**config.mk**
```make
export PLATFORM = sky130hd
export DESIGN_NAME = channel_mask_scan_controller
export DESIGN_NICKNAME = d
export VERILOG_FILES = /design/src/rtl/channel_mask_scan_controller_pkg.sv /design/src/rtl/mask_cmd_issuer.sv /design/src/rtl/channel_mask_scan_controller.sv
export SDC_FILE = /design/constraint.sdc
export NUM_CORES = 1
export LEC_CHECK = 0
export ABC_AREA = 0
export CELL_PAD_IN_SITES_DETAIL_PLACEMENT = 1
export CELL_PAD_IN_SITES_GLOBAL_PLACEMENT = 1
export CORE_MARGIN = 3
export CORE_UTILIZATION = 42
export DETAILED_ROUTE_END_ITERATION = 10
export PLACE_DENSITY = 0.77
export RECOVER_POWER = 25
export SYNTH_ARGS = -nofsm -noshare
export SYNTH_HDL_FRONTEND = slang
export SYNTH_SLANG_ARGS = --single-unit
```
**constraint.sdc**
```tcl
create_clock -name Clk -period 3.15 [get_ports Clk]
set_input_delay 0.63 -clock Clk [delete_from_list [all_inputs] [get_ports Clk]]
set_output_delay 0.63 -clock Clk [all_outputs]
set_load 0.05 [all_outputs]
```
**src/rtl/channel_mask_scan_controller_pkg.sv**
```systemverilog
`default_nettype none
// +--------------------------------------------------------------------------+
// | channel_mask_scan_controller_pkg: mask command codes, discri patterns,  |
// | scan FSM state encoding.                                  Rev 1.0       |
// +--------------------------------------------------------------------------+
package channel_mask_scan_controller_pkg;

  localparam logic [2:0] MASK_CMD_NONE   = 3'b000;
  localparam logic [2:0] MASK_CMD_MASK   = 3'b001;
  localparam logic [2:0] MASK_CMD_UNMASK = 3'b010;
  localparam logic [2:0] MASK_CMD_CLEAR  = 3'b011;
  localparam logic [2:0] MASK_CMD_ALL    = 3'b100;

  localparam logic [2:0] DISCRI_ALL_MASKED  = 3'b000;
  localparam logic [2:0] DISCRI_NONE_MASKED = 3'b111;

  typedef enum logic [3:0] {
    ST_IDLE     = 4'd0,
    ST_MASK_ALL = 4'd1,
    ST_UNMASK   = 4'd2,
    ST_SEL      = 4'd3,
    ST_DWELL    = 4'd4,
    ST_REMASK   = 4'd5,
    ST_NEXT     = 4'd6,
    ST_FINISH   = 4'd7
  } scan_state_e;

endpackage
`default_nettype wire

```
**src/rtl/mask_cmd_issuer.sv**
```systemverilog
`default_nettype none
// +--------------------------------------------------------------------------+
// | mask_cmd_issuer: one-cycle mask command pulse followed by a quiet gap;  |
// | ready is high once the gap has elapsed.                   Rev 1.0       |
// +--------------------------------------------------------------------------+
module mask_cmd_issuer
  import channel_mask_scan_controller_pkg::*;
#(
  parameter int COMMAND_GAP = 4
) (
  input  logic       clk,
  input  logic       rst,
  input  logic       cmd_valid,
  input  logic [2:0] cmd,
  output logic       ready,
  output logic [2:0] mask_command
);

  localparam int GW = $clog2(COMMAND_GAP + 2);

  logic [GW-1:0] gap_cnt_q, gap_cnt_d;
  logic [2:0]    mask_command_q, mask_command_d;

  // Counter reaches zero in the last gap cycle so the next command can be
  // accepted there and pulse right after the gap.
  assign ready        = (gap_cnt_q == '0);
  assign mask_command = mask_command_q;

  always_comb begin
    mask_command_d = MASK_CMD_NONE;
    gap_cnt_d      = gap_cnt_q;
    if (!ready) begin
      gap_cnt_d = gap_cnt_q - 1'b1;
    end else if (cmd_valid) begin
      mask_command_d = cmd;
      gap_cnt_d      = GW'(COMMAND_GAP);
    end
  end

  always_ff @(posedge clk or posedge rst) begin
    if (rst) begin
      gap_cnt_q      <= '0;
      mask_command_q <= MASK_CMD_NONE;
    end else begin
      gap_cnt_q      <= gap_cnt_d;
      mask_command_q <= mask_command_d;
    end
  end

endmodule
`default_nettype wire

```
**src/rtl/channel_mask_scan_controller.sv**
```systemverilog
`default_nettype none
// +--------------------------------------------------------------------------+
// | channel_mask_scan_controller: automatic per-channel discriminator scan  |
// | over the 64-channel mask register. Macro CHANNEL_SCAN_EXTTRIG_EN makes  |
// | the dwell count ExtTrigger rising edges.                  Rev 1.0       |
// +--------------------------------------------------------------------------+
module channel_mask_scan_controller
  import channel_mask_scan_controller_pkg::*;
#(
  parameter int COMMAND_GAP = 4,
  parameter int DWELL_WIDTH = 16
) (
  input  logic                   Clk,
  input  logic                   reset,
  input  logic                   ScanStart,
  input  logic                   ScanStop,
  input  logic [5:0]             StartChannel,
  input  logic [5:0]             EndChannel,
  input  logic [2:0]             DiscriSelect,
  input  logic [DWELL_WIDTH-1:0] DwellCycles,
`ifdef CHANNEL_SCAN_EXTTRIG_EN
  input  logic                   ExtTrigger,
`endif
  output logic [5:0]             MaskChannel,
  output logic [2:0]             DiscriMask,
  output logic [2:0]             MaskCommand,
  output logic                   ChannelWindow,
  output logic [5:0]             CurrentChannel,
  output logic                   ScanBusy,
  output logic                   ScanDone
);

  scan_state_e            state_q, state_d;
  logic [5:0]             start_ch_q, start_ch_d, end_ch_q, end_ch_d;
  logic [5:0]             cur_ch_q, cur_ch_d, mask_channel_q, mask_channel_d;
  logic [2:0]             discri_sel_q, discri_sel_d, discri_mask_q, discri_mask_d;
  logic [DWELL_WIDTH-1:0] dwell_len_q, dwell_len_d, dwell_cnt_q, dwell_cnt_d;
  logic                   issued_q, issued_d, stop_pend_q, stop_pend_d;
  logic                   window_q, window_d, busy_q, busy_d, done_q, done_d;
  logic                   cmd_valid, cmd_ready, cmd_done, stop_now, dwell_tick, is_cmd_state;
  logic [2:0]             cmd;

`ifdef CHANNEL_SCAN_EXTTRIG_EN
  logic trig_prev_q;
  assign dwell_tick = ExtTrigger & ~trig_prev_q;
`else
  assign dwell_tick = 1'b1;
`endif

  mask_cmd_issuer #(.COMMAND_GAP(COMMAND_GAP)) u_issuer (
    .clk          (Clk),
    .rst          (reset),
    .cmd_valid    (cmd_valid),
    .cmd          (cmd),
    .ready        (cmd_ready),
    .mask_command (MaskCommand)
  );

  always_comb begin
    state_d        = state_q;
    start_ch_d     = start_ch_q;
    end_ch_d       = end_ch_q;
    cur_ch_d       = cur_ch_q;
    mask_channel_d = mask_channel_q;
    discri_sel_d   = discri_sel_q;
    discri_mask_d  = discri_mask_q;
    dwell_len_d    = dwell_len_q;
    dwell_cnt_d    = dwell_cnt_q;
    issued_d       = issued_q;
    stop_pend_d    = stop_pend_q;
    window_d       = window_q;
    busy_d         = busy_q;
    done_d         = 1'b0;
    cmd            = MASK_CMD_NONE;
    is_cmd_state   = 1'b1;
    case (state_q)
      ST_MASK_ALL:       cmd = MASK_CMD_ALL;
      ST_UNMASK:         cmd = MASK_CMD_UNMASK;
      ST_SEL, ST_REMASK: cmd = MASK_CMD_MASK;
      ST_FINISH:         cmd = MASK_CMD_CLEAR;
      default:           is_cmd_state = 1'b0;
    endcase
    // Command states fire once, then hold outputs until the gap has elapsed.
    cmd_valid = is_cmd_state && !issued_q;
    if (cmd_valid && cmd_ready) issued_d = 1'b1;
    cmd_done = is_cmd_state && issued_q && cmd_ready;
    if (cmd_done) issued_d = 1'b0;
    stop_now = stop_pend_q || ScanStop;
    if (ScanStop && state_q != ST_IDLE && state_q != ST_FINISH) stop_pend_d = 1'b1;

    case (state_q)
      ST_IDLE: begin
        if (ScanStart) begin
          start_ch_d     = StartChannel;
          end_ch_d       = EndChannel;
          discri_sel_d   = DiscriSelect;
          dwell_len_d    = (DwellCycles == '0) ? DWELL_WIDTH'(1) : DwellCycles;
          cur_ch_d       = StartChannel;
          mask_channel_d = StartChannel;
          discri_mask_d  = DISCRI_ALL_MASKED;
          stop_pend_d    = 1'b0;
          busy_d         = 1'b1;
          state_d        = ST_MASK_ALL;
        end
      end
      ST_MASK_ALL, ST_NEXT: begin
        if ((state_q == ST_MASK_ALL && cmd_done) || state_q == ST_NEXT) begin
          if (stop_now || (state_q == ST_NEXT && cur_ch_q == end_ch_q)) begin
            state_d       = ST_FINISH;
            discri_mask_d = DISCRI_ALL_MASKED;
          end else begin
            cur_ch_d       = (state_q == ST_NEXT) ? cur_ch_q + 6'd1 : start_ch_q;
            mask_channel_d = cur_ch_d;
            discri_mask_d  = DISCRI_NONE_MASKED;
            state_d        = ST_UNMASK;
          end
        end
      end
      ST_UNMASK, ST_SEL: begin
        if (cmd_done) begin
          if (stop_now) begin
            state_d       = ST_FINISH;
            discri_mask_d = DISCRI_ALL_MASKED;
          end else if (state_q == ST_UNMASK && discri_sel_q != DISCRI_NONE_MASKED) begin
            state_d       = ST_SEL;
            discri_mask_d = discri_sel_q;
          end else begin
            state_d     = ST_DWELL;
            window_d    = 1'b1;
            dwell_cnt_d = dwell_len_q;
          end
        end
      end
      ST_DWELL: begin
        if (ScanStop) begin
          window_d      = 1'b0;
          state_d       = ST_FINISH;
          discri_mask_d = DISCRI_ALL_MASKED;
        end else if (dwell_tick) begin
          if (dwell_cnt_q == DWELL_WIDTH'(1)) begin
            window_d      = 1'b0;
            state_d       = ST_REMASK;
            discri_mask_d = DISCRI_ALL_MASKED;
          end else begin
            dwell_cnt_d = dwell_cnt_q - 1'b1;
          end
        end
      end
      ST_REMASK: begin
        if (cmd_done) begin
          if (stop_now) state_d = ST_FINISH;
          else          state_d = ST_NEXT;
        end
      end
      ST_FINISH: begin
        if (cmd_done) begin
          state_d     = ST_IDLE;
          busy_d      = 1'b0;
          done_d      = 1'b1;
          stop_pend_d = 1'b0;
        end
      end
      default: state_d = ST_IDLE;
    endcase
  end

  always_ff @(posedge Clk or posedge reset) begin
    if (reset) begin
      state_q        <= ST_IDLE;
      start_ch_q     <= '0;
      end_ch_q       <= '0;
      cur_ch_q       <= '0;
      mask_channel_q <= '0;
      discri_sel_q   <= '0;
      discri_mask_q  <= '0;
      dwell_len_q    <= '0;
      dwell_cnt_q    <= '0;
      issued_q       <= 1'b0;
      stop_pend_q    <= 1'b0;
      window_q       <= 1'b0;
      busy_q         <= 1'b0;
      done_q         <= 1'b0;
`ifdef CHANNEL_SCAN_EXTTRIG_EN
      trig_prev_q    <= 1'b0;
`endif
    end else begin
      state_q        <= state_d;
      start_ch_q     <= start_ch_d;
      end_ch_q       <= end_ch_d;
      cur_ch_q       <= cur_ch_d;
      mask_channel_q <= mask_channel_d;
      discri_sel_q   <= discri_sel_d;
      discri_mask_q  <= discri_mask_d;
      dwell_len_q    <= dwell_len_d;
      dwell_cnt_q    <= dwell_cnt_d;
      issued_q       <= issued_d;
      stop_pend_q    <= stop_pend_d;
      window_q       <= window_d;
      busy_q         <= busy_d;
      done_q         <= done_d;
`ifdef CHANNEL_SCAN_EXTTRIG_EN
      trig_prev_q    <= ExtTrigger;
`endif
    end
  end

  assign MaskChannel    = mask_channel_q;
  assign DiscriMask     = discri_mask_q;
  assign ChannelWindow  = window_q;
  assign CurrentChannel = cur_ch_q;
  assign ScanBusy       = busy_q;
  assign ScanDone       = done_q;

endmodule
`default_nettype wire

```
==> flow_results.org, run 1 <==
** Synthesis
- For this run, asynchronously set or reset flops after synthesis account for 100%.
- Gate count of the mapped netlist :: roughly 360
- Count leader, synth :: dfrtp_1
- Post-synth EDFFs :: 0
- Sequential share of the synthesized area :: about 47%
- Summing the areas of all fa, ha and maj instances in the mapped netlist gives 1.01% of the synthesized area.
- Post-synthesis mux area share :: about an eighth
- Count of warnings emitted by yosys :: 0
- The synthesized netlist devotes a little under a fifth of its cell area to compound gates.
- Count of cell types in the netlist :: 60
- Dominant combinational cell family by area after synthesis :: compound AO/OA/AOI/OAI gates
- After Yosys synthesis, and, or, nand and nor cells account for about 15% of the synthesized area.
- Synthesized area per cell :: between 10 and 15 um^2
- The mapped netlist covers roughly 0.0037 mm^2.
- Prevailing post-synth register cell :: dfrtp_1
- Net count after synthesis :: 397
- Synth cell count leaders :: dfrtp_1 (70), mux2_2 (34), nor2_1 (24)
- Counting flops and latches in the post-synthesis netlist gives 70.
- Yosys top cell by area :: dfrtp_1
- Fraction of synthesized cell area taken by the top area cell type :: 46.9%
- Biggest area contributors in the synthesized netlist :: dfrtp_1 (47%), mux2_2 (10%), a21oi_1 (2.8%)
- Xor and xnor area share after synthesis :: between 1.5 and 2%

** Placement
- Placed cell area :: 0.00436 mm^2
- Detailed placement finished with a half-perimeter wire length of just under 7 mm.
- Final Wtd Congestion :: between 0.7 and 0.8
- IO Port Bufs :: 55

** STA
- The final number of hold-violating endpoints was 0.
- The number of pins exceeding their max-slew limit in the final report was 0.
- The worst pin sits at a relative slew slack of between 40% and 50%.
- RSZ-0062 raised after global routing :: no
- Final setup TNS :: 0 ns
- The final critical path takes up between 80% and 90% of the cycle.
- For the pin with the worst max-slew slack, the measured transition is 0.874 ns.
- Final Critical Period :: around 2.6 ns
- Max Clock Freq :: ~380 MHz
- Setup violations remaining at the end of the flow were counted as 0.
- Across the routed clock network, the largest skew measured is ~0.013 ns.

** Finish
- Number of diodes :: 0
- The area growth from synthesis to layout is 21.1%.
- Register cell area after layout :: 0.00175 mm^2
- Of the cells placed in the final design, the portion with a size suffix greater than 1 is roughly 17%.
- Summing all multi-input logic gate instances after layout gives approximately 0.0018 mm^2.
- Fillers :: 945
- Layout net count :: roughly 440
- After routing the design area is between 0.004 and 0.005 mm^2.

** Clock network
- CTS Hold Bufs :: 0
- The clock passes through at most 2 buffers.
- The tree is rooted in a clkbuf_8.
- TritonCTS Buffers :: 9
- In this run the number of H-tree levels came out at 3.
- The tree built by TritonCTS fans out to 70 sinks.
- Post-CTS Setup Bufs :: 0
- Clock-pin slew was measured on the worst setup and hold paths at approximately 0.08 ns.
- Post-CTS repair changed the size of 0 cells.
- TritonCTS built the clock tree.
- For the worst-skew pair, the clock arrives at the later sink with an insertion delay of between 0.3 and 0.4 ns.

** Hold path
- Worst Hold Depth :: 1
- Worst hold-check path type :: reg2reg
- Startpoint of the lowest-slack hold path :: issued_q
- Destination of the worst hold path :: u_issuer.mask_command[2]

** Global routing
- Initial antenna violation count :: 0
- Maximum number of pins on one net before global-route repair :: 35
- Global routing consumed, over all layers together, 20.2% of the routing resources.
- Via count of the first global-routing pass :: around 3100
- Remaining global-route overflow :: 0
- Wire length of the first global-routing pass :: approximately 16 mm

** Drt
- For this block, the via count after detailed routing is 2988.
- In the final routed layout, each cell accounts on average for 18.5 um.
- Number of optimization iterations in the first detailed-route pass :: 4
- For this block, the initial DRC count from the detailed router was approximately 150.
- For this run, design rule violations remaining after detail routing come to 0.
- The detail route stage leaves a number of antenna-violating nets equal to 0.
- Via-per-instance ratio :: between 5 and 6
- Final Routed Wirelength :: 9.53 mm

** Run status
- The flow ran to the end, and the final reports show no timing, DRC or antenna violations.

** Die
- The floorplan step set the die width to roughly 100 um.
- The die covers between 0.01 and 0.015 mm^2.
- The die is 100 um tall.
- The total area inside the core boundary comes to ~0.0084 mm^2.
- Starting density of the core :: approximately 44%
- Row generation in the floorplan step produced 33 rows.
- Num ports :: 56

** Worst setup path
- Data required time of the worst path :: approximately 3.4 ns
- The worst setup path is launched from a register.
- Crit path max-delay cell type :: or4_4
- The setup check on the worst reg-to-reg path leaves a slack of 0.55 ns.
- Type of destination of the critical path :: register
- Slowest stage delay, CP :: around 0.61 ns
- The critical path is of the reg2reg type.
- Biggest fanout along the worst timing path :: 14
- The startpoint identified for the worst register-to-register timing path is dwell_cnt_q[4].
- Worst endpoint data arrival time :: 2.83 ns
- Critical register-to-register path endpoint :: state_q[0]
- Cells on worst reg2reg path :: 5
- Walking the worst path, the cells encountered are or4_4, or3_4, o41a_4, a211oi_2, mux2_1.

** Power and ir drop
- Fraction of power consumed by the clock network :: 14.3%
- Total Power Consumption :: 4.39 mW
- Proportion of power drawn by flip-flops and latches :: between 30 and 40%
- The share of total power dissipated in combinational logic is around 46%.
- Switching share of total power :: between 40 and 50%
- For this design the static power due to leakage is 1.82 nW.
- Switching power total :: around 1.9 mW
- In this run the power density over the cells is just under 1000 mW/mm^2.
- Int Power :: approximately 2.5 mW
- Across the VDD grid, the largest voltage drop is ~630 uV.

** Job
- Number of violations of the max-capacitance limit :: 0
## power groups by stage
| stage | logic, mW | clock network (mW) | registers (mW) |
|---|---|---|---|
| floorplan | 1.34 | 0 | 1.82 |
| global placement | 1.95 | 0 | 1.73 |
| detailed placement | 2.02 | 0 | 1.76 |
| CTS | 2.03 | 0.641 | 1.74 |
| global route | 2.20 | 0.681 | 1.82 |
| finish | 2.02 | 0.627 | 1.74 |
## cell usage in the layout (no fill, tap or decap), types with 3 or more instances in the layout
master           synthesis  final
nor2_1                  24     24
or3_1                    5      5
o22a_1                   3      3
mux2_2                  34     34
a31oi_1                  4      4
o21ai_0                 18     18
a22o_1                   7      7
clkdlybuf4s50_1          0     54
nand2b_1                 3      3
a21oi_1                 21     21
dfrtp_1                 70     70
xor2_1                   6      6
a211oi_1                 3      3
clkbuf_1                18      3
inv_1                   12     12
nand2_1                 20     20
o22ai_1                  7      7
a22oi_1                  5      5
buf_4                    6     11
mux2i_1                  7      7
o2bb2ai_1                4      4
nand3_1                  9      9
clkbuf_8                 0     10
a2bb2oi_1                3      3
o21ai_1                  4      4
ha_1                     3      3
nor3_1                  10     10
or4_1                    3      3
nand3b_1                 3      3
nor4_1                   5      5
## routing by layer
| layer | wire (um) | vias to the layer above | track usage [%] |
|---|---|---|---|
| met5 | 0 | - | 0 |
| met4 | 108 | 0 | 5.28 |
| met2 | 4360 | 71 | 30.8 |
| li1 | - | 1403 | - |
| met1 | 4580 | 1502 | 29.4 |
| met3 | 476 | 12 | 4.10 |
## per-stage QoR
step,utilization (%),hold slack [ns],instances,setup slack (ns)
floorplan,-,0.448,359,0.752
global placement,51.8,0.466,500,0.443
detailed placement,51.8,0.484,500,0.397
CTS,53.7,0.502,514,0.547
global route,53.7,0.517,514,0.446
finish,53.7,0.499,514,0.546
## how the worst max path moves through the flow
stage	slack (ns)	from	endpoint
2_1_floorplan	0.75	reset	ChannelWindow
3_3_place_gp	0.44	ScanStop	dwell_cnt_q[2]
3_5_place_dp	0.40	ScanStop	dwell_cnt_q[2]
4_1_cts	0.55	dwell_cnt_q[4]	state_q[0]
5_1_grt	0.45	dwell_cnt_q[4]	state_q[0]
6_report	0.55	dwell_cnt_q[4]	state_q[0]
## cell type report
class	count	share of cell area (%)
repair buffers	66	14.0
flip-flops and latches	70	38.7
clock buffers	13	3.29
multi-input cells	247	39.9
clock inverters	1	0.166
well taps	105	2.91
inverters	12	0.996
## registers in the layout, summed over array words and instances (netlist names), 3 cells and up
register and count:
u_issuer.mask_command 3, end_ch_q 6, discri_sel_q 3, DiscriMask 3, start_ch_q 6, state_q 3, u_issuer.gap_cnt_q 3, MaskChannel 6
dwell_cnt_q 16, dwell_len_q 16
## worst max-delay path: cells and delay by family (launching register included)
kind             cells  cell delay, ns
AO/OA/AOI/OAI        2            0.71
AND/OR/NAND/NOR      2            0.99
flip-flops           1            0.45
multiplexers         1            0.34
## cells by family after synthesis
logic type / after synthesis
flops: 70
simple gates: 100
compound gates: 95
mux: 42
xor+xnor: 7
buf+inv: 42
fa+ha+maj: 3
Power figures use the tool's default switching activity.
==> run 2, diff against run 1 <==
==> constraint.sdc (replaced) <==
create_clock -name Clk -period 2.7 [get_ports Clk]
set_input_delay 0.54 -clock Clk [delete_from_list [all_inputs] [get_ports Clk]]
set_output_delay 0.54 -clock Clk [all_outputs]
set_load 0.05 [all_outputs]
==> run 2 against run 1 <==
The run now ends with max-capacitance violations, max-slew violations left. Register-to-register slack worse by 0.34 ns. Clock skew down 0.0039 ns. Core utilization up 1.0 points. Global-route usage up 0.53 points. Flip-flop and latch count unchanged. Combinational power up 19%. Critical path depth unchanged. Critical path type unchanged. Critical endpoint unchanged. Largest cell class unchanged. Largest power group unchanged. Highest routed layer unchanged.
==> flow_results.org, run 2 (synthesis gave the netlist of run 1 again) <==
** STA
- Number of max-slew violations in the final report :: 71 (was 0)
- The final clock period utilization by the worst path was 92.2% (was 82.7%).
- The headroom to the max-slew limit was -15.3% (was 41.7%).
- The number of setup violations in the final report is 0 (unchanged).
- Worst Tran Pin Value :: 1.73 ns (was 0.874 ns)
- The final critical delay including setup and external delays was 2.49 ns (was 2.60 ns).
- The worst clock skew is 0.00898 ns (was 0.0129 ns).
- Final setup TNS :: 0 ns (unchanged)
- Count of final hold-check violations :: 0 (unchanged)
- Max Clock Freq :: 402 MHz (was 384 MHz)
- RSZ-0062 raised after global routing :: no (unchanged)

** Drt
- The total DRC errors in the routed layout is 0 (unchanged).
- Initial detailed-routing violation count :: 146 (was 152)
- The number of routed nets with antenna violations is 0 (unchanged).
- Number of optimization iterations in the first detailed-route pass :: 4 (unchanged)
- Final Routed Wirelength :: 9.67 mm (was 9.53 mm)
- The total number of vias is 2997 (was 2988).
- Routed length per placed instance :: 18.5 um (about the same)
- Via-per-instance ratio :: 5.74 (was 5.81)

** Power and ir drop
- The leakage power is 1.87 nW (was 1.82 nW).
- The relative contribution of sequential cells to total power is 38.1% (was 39.7%).
- Total Power Consumption :: 5.30 mW (was 4.39 mW)
- Fraction of power consumed by combinational cells :: 45.4% (was 46.0%)
- Int Power :: 3.02 mW (was 2.48 mW)
- Switching power total :: 2.28 mW (was 1.90 mW)
- The switching power as a share of total power was 43.0% (was 43.4%).
- The power per cell area came to 1150 mW/mm^2 (was 970 mW/mm^2).
- Worst IR drop on VDD :: 775 uV (was 629 uV)
- The clock power share came to 16.4% (was 14.3%).

** Clock network
- The CTS sink count came to 70 (unchanged).
- TritonCTS Buffers :: 9 (unchanged)
- The total of hold buffers inserted after clock tree synthesis was 0 (unchanged).
- The clock root buffer master is clkbuf_8 (unchanged).
- The post-CTS setup-driven buffer insertion count came to 0 (unchanged).
- Count of H-tree levels built during CTS :: 3 (unchanged)
- # resized after CTS :: 0 (unchanged)
- Clock transition at path regs :: 0.08 ns (about the same)
- Max clock buf depth :: 2 (unchanged)
- Clock insertion delay at the later pin of the skew report :: 0.35 ns (was 0.34 ns)
- Clock tree from TritonCTS :: done (unchanged)

** Die
- Placement Rows :: 33 (unchanged)
- The overall die area came to 0.0101 mm^2 (unchanged).
- Starting density of the core :: 44.3% (unchanged)
- The area of the core is 0.00842 mm^2 (unchanged).
- Num ports :: 56 (unchanged)
- The die span in x is 100 um (unchanged).
- The die height came to 100 um (unchanged).

** Worst setup path
- The category of the worst setup path launch point was a register (unchanged).
- List of cells traversed by the critical path: or4_4, or3_4, o41a_4, a211oi_2, mux2_1 (unchanged).
- The number of buffers and inverters on the critical path was 0 (unchanged).
- The kind of end point of the critical path is a register (unchanged).
- Slowest stage delay, CP :: 0.60 ns (was 0.61 ns)
- The critical-path maximum fanout was 7 (was 14).
- Crit path max-delay cell type :: or4_4 (unchanged)
- The required time at the endpoint of the critical path is 2.93 ns (was 3.38 ns).
- Worst endpoint data arrival time :: 2.72 ns (was 2.83 ns)
- Family with the most delay on the worst path :: simple AND/OR/NAND/NOR gates (unchanged)
- Critical path type :: reg2reg (unchanged)

** Finish
- The antenna diode count was 0 (unchanged).
- Top library cells by usage in the layout, fill and taps aside :: dfrtp_1 (70), clkdlybuf4s50_1 (55), mux2_2 (34), nor2_1 (24), a21oi_1 (21) (was dfrtp_1 (70), clkdlybuf4s50_1 (54), mux2_2 (34), nor2_1 (24), a21oi_1 (21))
- Layout net count :: 450 (was 444)
- The post-synthesis to final-layout area growth was 23.4% (was 21.1%).
- The share of final-layout standard cells stronger than drive strength 1 came to 19.4% (was 17.1%).
- The most common cell after layout, fill and taps aside is dfrtp_1 (unchanged).
- Regs by FF count :: dwell_cnt_q (16), dwell_len_q (16) (unchanged)

** Global routing
- The initial antenna violation count was 0 (unchanged).
- The overall fraction of global-route tracks in use was 20.7% (was 20.2%).
- The maximum number of pins on one net before global-route repair is 71 (was 35).
- The overall overflow remaining after global route was 0 (unchanged).
- Via count of the first global-routing pass :: 3182 (was 3144)
- Wire length of the first global-routing pass :: 16.5 mm (was 16.0 mm)

** Hold path
- Worst hold-check path type :: reg2reg (unchanged)

** Run status
- Status :: finished, violations left (was completed)
- Violated checks :: max-capacitance violations, max-slew violations

** Placement
- The count of input and output buffers is 55 (unchanged).
- The global placement routability congestion came to 0.805 (was 0.749).
- Final HPWL DP :: 6.94 mm (was 6.93 mm)

** Job
- Number of violations of the max-capacitance limit :: 1 (was 0)
==> run 2: cell count changes in the layout (fill, tap and decap cells not counted) <==
cell / previous run / this run
clkbuf_1: 3 / 0
clkinv_1: 0 / 1
inv_1: 12 / 11
clkinv_4: 0 / 1
clkinv_2: 0 / 3
clkdlybuf4s50_1: 54 / 55
bufinv_16: 0 / 1
clkbuf_2: 0 / 1
buf_4: 11 / 16
dlygate4sd3_1: 1 / 0
==> run 2: stage by stage <==
| step | cells | util, % | setup WS, ns | cell area, um^2 | hold slack, ns |
|---|---|---|---|---|---|
| after floorplan | 359 | - | 0.316 | 3730 | 0.448 |
| after global placement | 506 | 52.5 | 0.273 | 4420 | 0.473 |
| after CTS | 522 | 54.9 | 0.211 | 4620 | 0.500 |
| after global routing | 522 | 54.7 | 0.0920 | 4610 | 0.513 |
| final | 522 | 54.7 | 0.211 | 4610 | 0.496 |
| after detailed placement | 506 | 52.5 | 0.211 | 4420 | 0.478 |
==> run 2: layout make-up <==
type	count	area [um^2]
Fill cell	948	3820
Sequential cell	70	1750
Tap cell	105	131
Timing Repair Buffer	72	676
Inverter	12	45.0
Clock inverter	6	61.3
Multi-Input combinational cell	247	1800
Clock buffer	10	138
==> run 2: power by group through the flow <==
stage	clock (mW)	combinational, mW	sequential, mW
finish	0.871	2.41	2.02
global route	0.952	2.64	2.09
CTS	0.891	2.43	2.02
detailed placement	0	2.41	2.03
global placement	0	2.32	2.00
floorplan	0	1.56	2.13
==> run 2: final timing paths <==
check                                startpoint              end  slack, ns  depth (start not counted)
worst min-delay path            dwell_cnt_q[13]  dwell_cnt_q[13]       0.50                          1
max in group asynchronous                 reset    start_ch_q[2]       0.56                          3
min in group asynchronous                 reset       state_q[2]       1.10                          3
worst max register to register   dwell_cnt_q[4]       state_q[0]       0.21                          5
worst min register to register  dwell_cnt_q[13]  dwell_cnt_q[13]       0.50                          1
worst max-delay path             dwell_cnt_q[4]       state_q[0]       0.21                          5
==> run 2: metal layers <==
metal / vias up / GRT usage, % / part of all wire (%)
li1: 1420 / - / -
met1: 1499 / 30.2 / 49
met2: 66 / 31.8 / 45
met3: 12 / 3.89 / 4.7
met4: 0 / 5.70 / 1.4
met5: - / 0 / 0
==> run 3, diff against run 2 <==
--- a/config.mk
+++ b/config.mk
@@ -10,6 +10,7 @@
 export CELL_PAD_IN_SITES_GLOBAL_PLACEMENT = 1
 export CORE_MARGIN = 3
 export CORE_UTILIZATION = 42
+export CTS_CLUSTER_DIAMETER = 60
 export DETAILED_ROUTE_END_ITERATION = 10
 export PLACE_DENSITY = 0.77
 export RECOVER_POWER = 25
==> results of run 3 <==
The final DEF is identical to that of run 2; final timing and power are the same.
